--- config.mk ---
export PLATFORM = sky130hd
export DESIGN_NAME = mux_rr_arb_flat
export DESIGN_NICKNAME = d
export VERILOG_FILES = /design/src/rtl/mux_arb_pkg.sv /design/src/rtl/mux_rr_arb_if.sv /design/src/rtl/mux_rr_arb_mux.sv /design/src/rtl/mux_rr_arb.sv /design/src/flat_wrapper.sv
export SDC_FILE = /design/constraint.sdc
export NUM_CORES = 1
export LEC_CHECK = 0
export ABC_AREA = 1
export CAP_MARGIN = 0
export CORE_ASPECT_RATIO = 0.8
export CORE_MARGIN = 2
export CORE_UTILIZATION = 50
export DETAILED_ROUTE_END_ITERATION = 7
export PLACE_DENSITY = 0.89
export SYNTH_ARGS = -nofsm -noshare
export SYNTH_HDL_FRONTEND = slang
export SYNTH_SLANG_ARGS = --single-unit
--- constraint.sdc ---
create_clock -name clk -period 4.89 [get_ports clk]
set_input_delay 0.978 -clock clk [delete_from_list [all_inputs] [get_ports clk]]
set_output_delay 0.978 -clock clk [all_outputs]
set_load 0.02 [all_outputs]
--- src/rtl/mux_arb_pkg.sv ---
// Shared constants, state encoding and helpers for the round-robin mux arbiter.
package mux_arb_pkg;

  localparam int NREQ  = 8;
  localparam int SEL_W = 3;

  typedef enum logic {
    IDLE  = 1'b0,
    GRANT = 1'b1
  } state_e;

  function automatic logic [NREQ-1:0] sel2grant(input logic [SEL_W-1:0] s);
    logic [NREQ-1:0] g;
    g    = '0;
    g[s] = 1'b1;
    return g;
  endfunction

endpackage

--- src/rtl/mux_rr_arb_if.sv ---
// Request/data/grant bundle between requesters (master) and the arbiter (slave).
interface mux_rr_arb_if;
  import mux_arb_pkg::*;

  logic [NREQ-1:0]  req;
  logic [NREQ-1:0]  in;
  logic [NREQ-1:0]  grant;
  logic [SEL_W-1:0] sel;
  logic             out;
  logic             busy;

  modport master (
    output req,
    output in,
    input  grant,
    input  sel,
    input  out,
    input  busy
  );

  modport slave (
    input  req,
    input  in,
    output grant,
    output sel,
    output out,
    output busy
  );

endinterface

--- src/rtl/mux_rr_arb_mux.sv ---
// Plain 8:1 data mux: picks one requester's data bit by select index.
module mux_rr_arb_mux
  import mux_arb_pkg::*;
(
  input  logic [NREQ-1:0]  data_i,
  input  logic [SEL_W-1:0] sel_i,
  output logic             y_o
);

  assign y_o = data_i[sel_i];

endmodule

--- src/rtl/mux_rr_arb.sv ---
// Round-robin arbiter owning a shared 8:1 mux path; optional hold timeout
// is compiled in with MUX_RR_ARB_TIMEOUT_EN.
module mux_rr_arb
  import mux_arb_pkg::*;
#(
  parameter int HOLD_MAX = 16
) (
  input  logic         clk,
  input  logic         rst,
  mux_rr_arb_if.slave  bus
);

  if (HOLD_MAX < 2 || HOLD_MAX > 255) begin : g_bad_hold_max
    $error("mux_rr_arb: HOLD_MAX out of range 2..255");
  end

  state_e           state_q, state_d;
  logic [NREQ-1:0]  grant_q, grant_d;
  logic [SEL_W-1:0] sel_q, sel_d;
  logic [SEL_W-1:0] ptr_q, ptr_d;
  logic             busy_q, busy_d;

  logic [NREQ-1:0]  req_rot;
  logic [SEL_W-1:0] offset;
  logic [SEL_W-1:0] winner;
  logic             any_req;
  logic             hold_expired;
  logic             mux_y;

  // Rotate requests so the current pointer sits at bit 0; the lowest set bit
  // of the rotated vector is then the round-robin winner.
  for (genvar gi = 0; gi < NREQ; gi++) begin : g_rot
    assign req_rot[gi] = bus.req[ptr_q + SEL_W'(gi)];
  end

  always_comb begin
    offset = '0;
    for (int k = NREQ - 1; k >= 0; k--) begin
      if (req_rot[k]) begin
        offset = SEL_W'(k);
      end
    end
  end

  assign winner  = ptr_q + offset;
  assign any_req = |bus.req;

`ifdef MUX_RR_ARB_TIMEOUT_EN
  logic [7:0] hold_cnt_q, hold_cnt_d;

  // Counts completed GRANT cycles; zero on the first cycle of each tenure.
  always_comb begin
    hold_cnt_d = '0;
    if (state_q == GRANT) begin
      hold_cnt_d = hold_cnt_q + 8'd1;
    end
  end

  always_ff @(posedge clk) begin
    if (rst) begin
      hold_cnt_q <= '0;
    end else begin
      hold_cnt_q <= hold_cnt_d;
    end
  end

  assign hold_expired = (state_q == GRANT) && (hold_cnt_q == 8'(HOLD_MAX - 1));
`else
  assign hold_expired = 1'b0;
`endif

  always_comb begin
    state_d = state_q;
    grant_d = grant_q;
    sel_d   = sel_q;
    busy_d  = busy_q;
    ptr_d   = ptr_q;
    case (state_q)
      IDLE: begin
        if (any_req) begin
          state_d = GRANT;
          grant_d = sel2grant(winner);
          sel_d   = winner;
          busy_d  = 1'b1;
          ptr_d   = winner + SEL_W'(1);
        end else begin
          grant_d = '0;
          busy_d  = 1'b0;
        end
      end
      GRANT: begin
        if (!bus.req[sel_q] || hold_expired) begin
          state_d = IDLE;
          grant_d = '0;
          busy_d  = 1'b0;
        end
      end
      default: begin
        state_d = IDLE;
        grant_d = '0;
        busy_d  = 1'b0;
      end
    endcase
  end

  always_ff @(posedge clk) begin
    if (rst) begin
      state_q <= IDLE;
      grant_q <= '0;
      sel_q   <= '0;
      busy_q  <= 1'b0;
      ptr_q   <= '0;
    end else begin
      state_q <= state_d;
      grant_q <= grant_d;
      sel_q   <= sel_d;
      busy_q  <= busy_d;
      ptr_q   <= ptr_d;
    end
  end

  mux_rr_arb_mux u_mux (
    .data_i (bus.in),
    .sel_i  (sel_q),
    .y_o    (mux_y)
  );

  assign bus.grant = grant_q;
  assign bus.sel   = sel_q;
  assign bus.busy  = busy_q;
  assign bus.out   = busy_q & mux_y;

endmodule

--- src/flat_wrapper.sv ---
// flat-port wrapper written by rule: the top's interface ports become plain ports
module mux_rr_arb_flat import mux_arb_pkg::*;
#(
  parameter int HOLD_MAX = 16
)
  (clk, rst, bus_req, bus_in, bus_grant, bus_sel, bus_out, bus_busy);
  mux_rr_arb_if bus_i ();
  input  logic clk;
  input  logic rst;
  input wire logic [$bits(bus_i.req)-1:0] bus_req;
  input wire logic [$bits(bus_i.in)-1:0] bus_in;
  output wire logic [$bits(bus_i.grant)-1:0] bus_grant;
  output wire logic [$bits(bus_i.sel)-1:0] bus_sel;
  output wire logic [$bits(bus_i.out)-1:0] bus_out;
  output wire logic [$bits(bus_i.busy)-1:0] bus_busy;
  assign bus_i.req = bus_req;
  assign bus_i.in = bus_in;
  assign bus_grant = bus_i.grant;
  assign bus_sel = bus_i.sel;
  assign bus_out = bus_i.out;
  assign bus_busy = bus_i.busy;
  mux_rr_arb #(.HOLD_MAX(HOLD_MAX)) u_core (.clk(clk), .rst(rst), .bus(bus_i));
endmodule
==> flow_metrics.py <==
metrics = {
    "outcome": {
        "status": "finished, final reports clean",
    },
    "synth": {
        "synthesis.nets": 227,
        "combinational_family_with_the_most_area_after_synthesis": "simple AND/OR/NAND/NOR gates",
        "synthCells": 204,
        "synthArstFlopShare": 0,
        "synth.yosys.seq_area_share": 0.233,
        "synth_most_common_cell": "sky130_fd_sc_hd__nand2_1",
        "synth_compound_gate_area_share": 0.141,
        "synth_xor_xnor_area_share": 0.0319,
        "ys.flop_type": "sky130_fd_sc_hd__dfxtp_1",
        "count_of_state_elements_after_synthesis": 16,
        "synth_top_cells_by_area": "sky130_fd_sc_hd__dfxtp_1 23%, sky130_fd_sc_hd__nand2_1 12%, sky130_fd_sc_hd__nand3_1 9.1%, sky130_fd_sc_hd__nand2_2 6.8%, sky130_fd_sc_hd__nor2_1 5.2%",
        "synth_enable_flop_cells": 0,
        "post_synthesis_average_cell_area_um2": 6.73,
        "post-synth-top-area-cell": "sky130_fd_sc_hd__dfxtp_1",
        "synth_adder_area_share": 0.0510,
        "synth.top_cell.area_share": 0.233,
        "simple_logic_cell_fraction_of_the_synthesized_area": 0.468,
        "synth.top_cells.by_count": "44 x sky130_fd_sc_hd__nand2_1, 25 x sky130_fd_sc_hd__nand3_1, 19 x sky130_fd_sc_hd__nor2_1",
        "synth_area_mm2": 0.00137,
        "synthMuxAreaShare": 0,
        "ys_warn_count": 0,
        "synth_cell_type_count": 32,
    },
    "sta": {
        "hold_viol_final": 0,
        "final_max_slew_viol_count": 0,
        "worst_case_headroom_to_the_max_slew_limit": 0.657,
        "timing.final.crit_period_ps": 3720,
        "finalSetupViolations": 0,
        "rsz0062_at_grt": "false",
        "timing_worst_slew_pin_value_ps": 512,
        "fin_crit_sh": 0.761,
        "finClkSkew_ps": 13.2,
        "final.setup.tns_ps": 0,
        "worst_setup_slack_final_ps": 1170,
        "maxClockFrequency_mhz": 269,
    },
    "placement": {
        "pre_cts_ws_ps": 875,
        "buffer_ports.inserted": 30,
        "dp_cells": 265,
        "gp_routability_congestion": 0.876,
        "dpl.hpwl_um": 2480,
    },
    "floorplan": {
        "initial_utilization": 0.545,
        "io-pin-count": 31,
        "die_w_um": 62.6,
        "coreArea_mm2": 0.00252,
        "placement_rows": 16,
        "floorplan.die_area_mm2": 0.00319,
        "fp.dieH_um": 50.9,
    },
    "finish": {
        "fillCellCount": 221,
        "layout-drive-gt1-share": 0.150,
        "num-nets-final": 257,
        "area_growth_syn_to_layout_pct": 25.3,
        "n_antenna_cell": 0,
        "fin_cells": 269,
    },
    "global_routing": {
        "grt_max_degree": 16,
        "use_met1": 0.285,
        "met3_track_demand_over_resource_in_global_routing": 0.0352,
        "first_global_vias": 1287,
        "antenna_found_initial": 0,
        "met2_global_route_usage": 0.362,
        "grt-ovfl-total": 0,
        "groute.usage.overall": 0.211,
        "global_route_wire_length_before_repair_um": 5530,
        "gr-max-usage-layer": "met2",
    },
    "clock_tree": {
        "tritoncts": "done",
        "cts.path.max_buffers": 2,
        "cts_htree_levels": 1,
        "clk_root_buffer_cell": "sky130_fd_sc_hd__clkbuf_4",
        "hold_buffers": 0,
        "clock_sink_count": 16,
        "numCtsBuffers": 3,
        "cts_resized": 0,
        "post-cts-setup-buffers": 0,
        "clkLatencyLatePin_ps": 290,
        "clkTransAtPathRegs_ps": 100,
    },
    "worst_setup_path": {
        "timing.critical_path.slowest_stage_cell": "sky130_fd_sc_hd__fa_1",
        "timing.reg2reg.setup_slack_ps": 1290,
        "critical_path_buf_inv_count": 4,
        "crit_type": "input port to register",
        "cp_data_required_time_ps": 5070,
        "critical_path.most_common_cell": "sky130_fd_sc_hd__nand2_1",
        "critical_path.max_fanout": 6,
        "worst_path_dominant_cell_family": "adder cells",
        "startpoint_class_of_the_critical_path": "input port",
        "worstSetupEndpointType": "register",
        "critPathArrivalTime_ps": 3900,
        "largest_stage_delay_on_the_critical_path_ps": 600,
        "path_cells": "clkdlybuf4s50_1 -> nand2_1 -> nand3_1 -> nand3_1 -> nand2_1 -> a31oi_1 -> o21ai_0 -> nand2_1 -> a21boi_0 -> ha_1 -> inv_1 -> fa_1 -> inv_1 -> ha_1 -> nand2_1 -> o21ai_0 -> inv_1 -> nand2_1 -> nand2_1 -> nor2_1",
    },
    "pwr": {
        "share_clk_of_total_power": 0.068,
        "p_per_area_mw_per_mm2": 748,
        "internal_power_mw": 0.580,
        "power.net_switching_mw": 0.708,
        "sw_frac_of_total": 0.550,
        "power.combinational.fraction": 0.749,
        "power.static_leakage_nw": 0.744,
        "p_seq_frac": 0.183,
        "vdd_ir_drop_max_mv": 0.420,
    },
    "detailed_routing": {
        "detailroute.via_count": 1427,
        "number_of_drc_markers_in_iteration_0": 47,
        "wirelength_um": 3070,
        "drt_pre_antenna_iters": 5,
        "route.antenna.remaining_nets": 0,
        "drc": 0,
        "drt-vias-per-instance": 5.30,
        "avgRoutedWirePerCell_um": 11.4,
    },
    "hold_path": {
        "class_of_the_tightest_hold_or_removal_check": "register to register",
    },
    "flow_run": {
        "cap_viol_max_count": 0,
    },
}
## cell families (layout without fill, tap and decap cells)
group,after synthesis,in the layout
AND/OR/NAND/NOR,123,123
flip-flops,16,16
adder cells (fa/ha/maj),5,5
XOR/XNOR,5,5
buffers and inverters,22,51
AO/OA/AOI/OAI,33,33
## power by group through the flow
stage	clock [mW]	sequential, mW	combinational, mW
after floorplan	0	0.239	0.754
after global placement	0	0.240	0.939
after detailed placement	0	0.239	0.960
after CTS	0.0886	0.236	0.966
after global routing	0.0968	0.246	1.08
final	0.0877	0.236	0.964
## metrics by stage
stage / total power [mW] / hold WS (ps) / instance area (um2) / utilization
3_5_place_dp: 1.20 / 458 / 1690 / 0.668
3_3_place_gp: 1.18 / 455 / 1690 / 0.668
5_1_grt: 1.43 / 491 / 1720 / 0.683
4_1_cts: 1.29 / 473 / 1720 / 0.683
6_report: 1.29 / 473 / 1720 / 0.683
2_1_floorplan: 0.992 / 526 / 1370 / -
## final cells by class
class,count,area (um2),share of cell area
multi-input combinational,166,951,0.552
sequential,16,320,0.186
timing repair buffer,30,300,0.174
inverter,17,68.8,0.0400
tap,36,45.0,0.0262
clock buffer,4,36.3,0.0211
## flip-flops by register name (all words and copies together) (netlist names)
name	count
u_core.bus.busy	1
u_core.ptr_q	3
u_core.bus.grant	8
u_core.bus.sel	3
u_core.state_q	1
## layout by cell type (no fill, tap or decap), types with 3 or more instances in the layout
cell	netlist	layout
sky130_fd_sc_hd__nand2_1	44	44
sky130_fd_sc_hd__clkdlybuf4s50_1	0	30
sky130_fd_sc_hd__nand3_1	25	25
sky130_fd_sc_hd__nor2_1	19	19
sky130_fd_sc_hd__dfxtp_1	16	16
sky130_fd_sc_hd__nand2_2	15	15
sky130_fd_sc_hd__inv_1	14	14
sky130_fd_sc_hd__o21ai_0	11	11
sky130_fd_sc_hd__a21oi_1	10	10
sky130_fd_sc_hd__nand4_1	6	6
sky130_fd_sc_hd__nand3_2	5	5
sky130_fd_sc_hd__a211oi_1	4	4
sky130_fd_sc_hd__ha_1	4	4
sky130_fd_sc_hd__xor2_1	3	3
sky130_fd_sc_hd__nand2_4	3	3
sky130_fd_sc_hd__clkbuf_4	0	3
## per-layer routing
| layer | wire (um) | share of wire | vias up |
|---|---|---|---|
| met3 | 148 | 0.048 | 2 |
| met1 | 1550 | 0.50 | 637 |
| met2 | 1360 | 0.44 | 37 |
| li1 | - | - | 751 |
| met4 | 10 | 0.0033 | 0 |
| met5 | 0 | 0 | - |
## final timing paths
path	cells after the start	endpoint	from
max reg2reg	21	u_core.ptr_q[2]$_SDFFE_PP0P_	u_core.ptr_q[1]$_SDFFE_PP0P_
max	20	u_core.ptr_q[2]$_SDFFE_PP0P_	bus_req[6]
min	2	u_core.bus.grant[5]$_SDFFE_PP0P_	u_core.bus.grant[5]$_SDFFE_PP0P_
min reg2reg	2	u_core.bus.grant[5]$_SDFFE_PP0P_	u_core.bus.grant[5]$_SDFFE_PP0P_
## worst reg2reg max path: cells and delay by family, from the launching register on
| kind | cells | cell delay, ps |
|---|---|---|
| compound gates | 4 | 460 |
| fa+ha+maj | 4 | 1390 |
| buf+inv | 5 | 520 |
| flops | 1 | 560 |
| simple gates | 8 | 550 |
No activity file was read; power rests on OpenSTA's default activity.
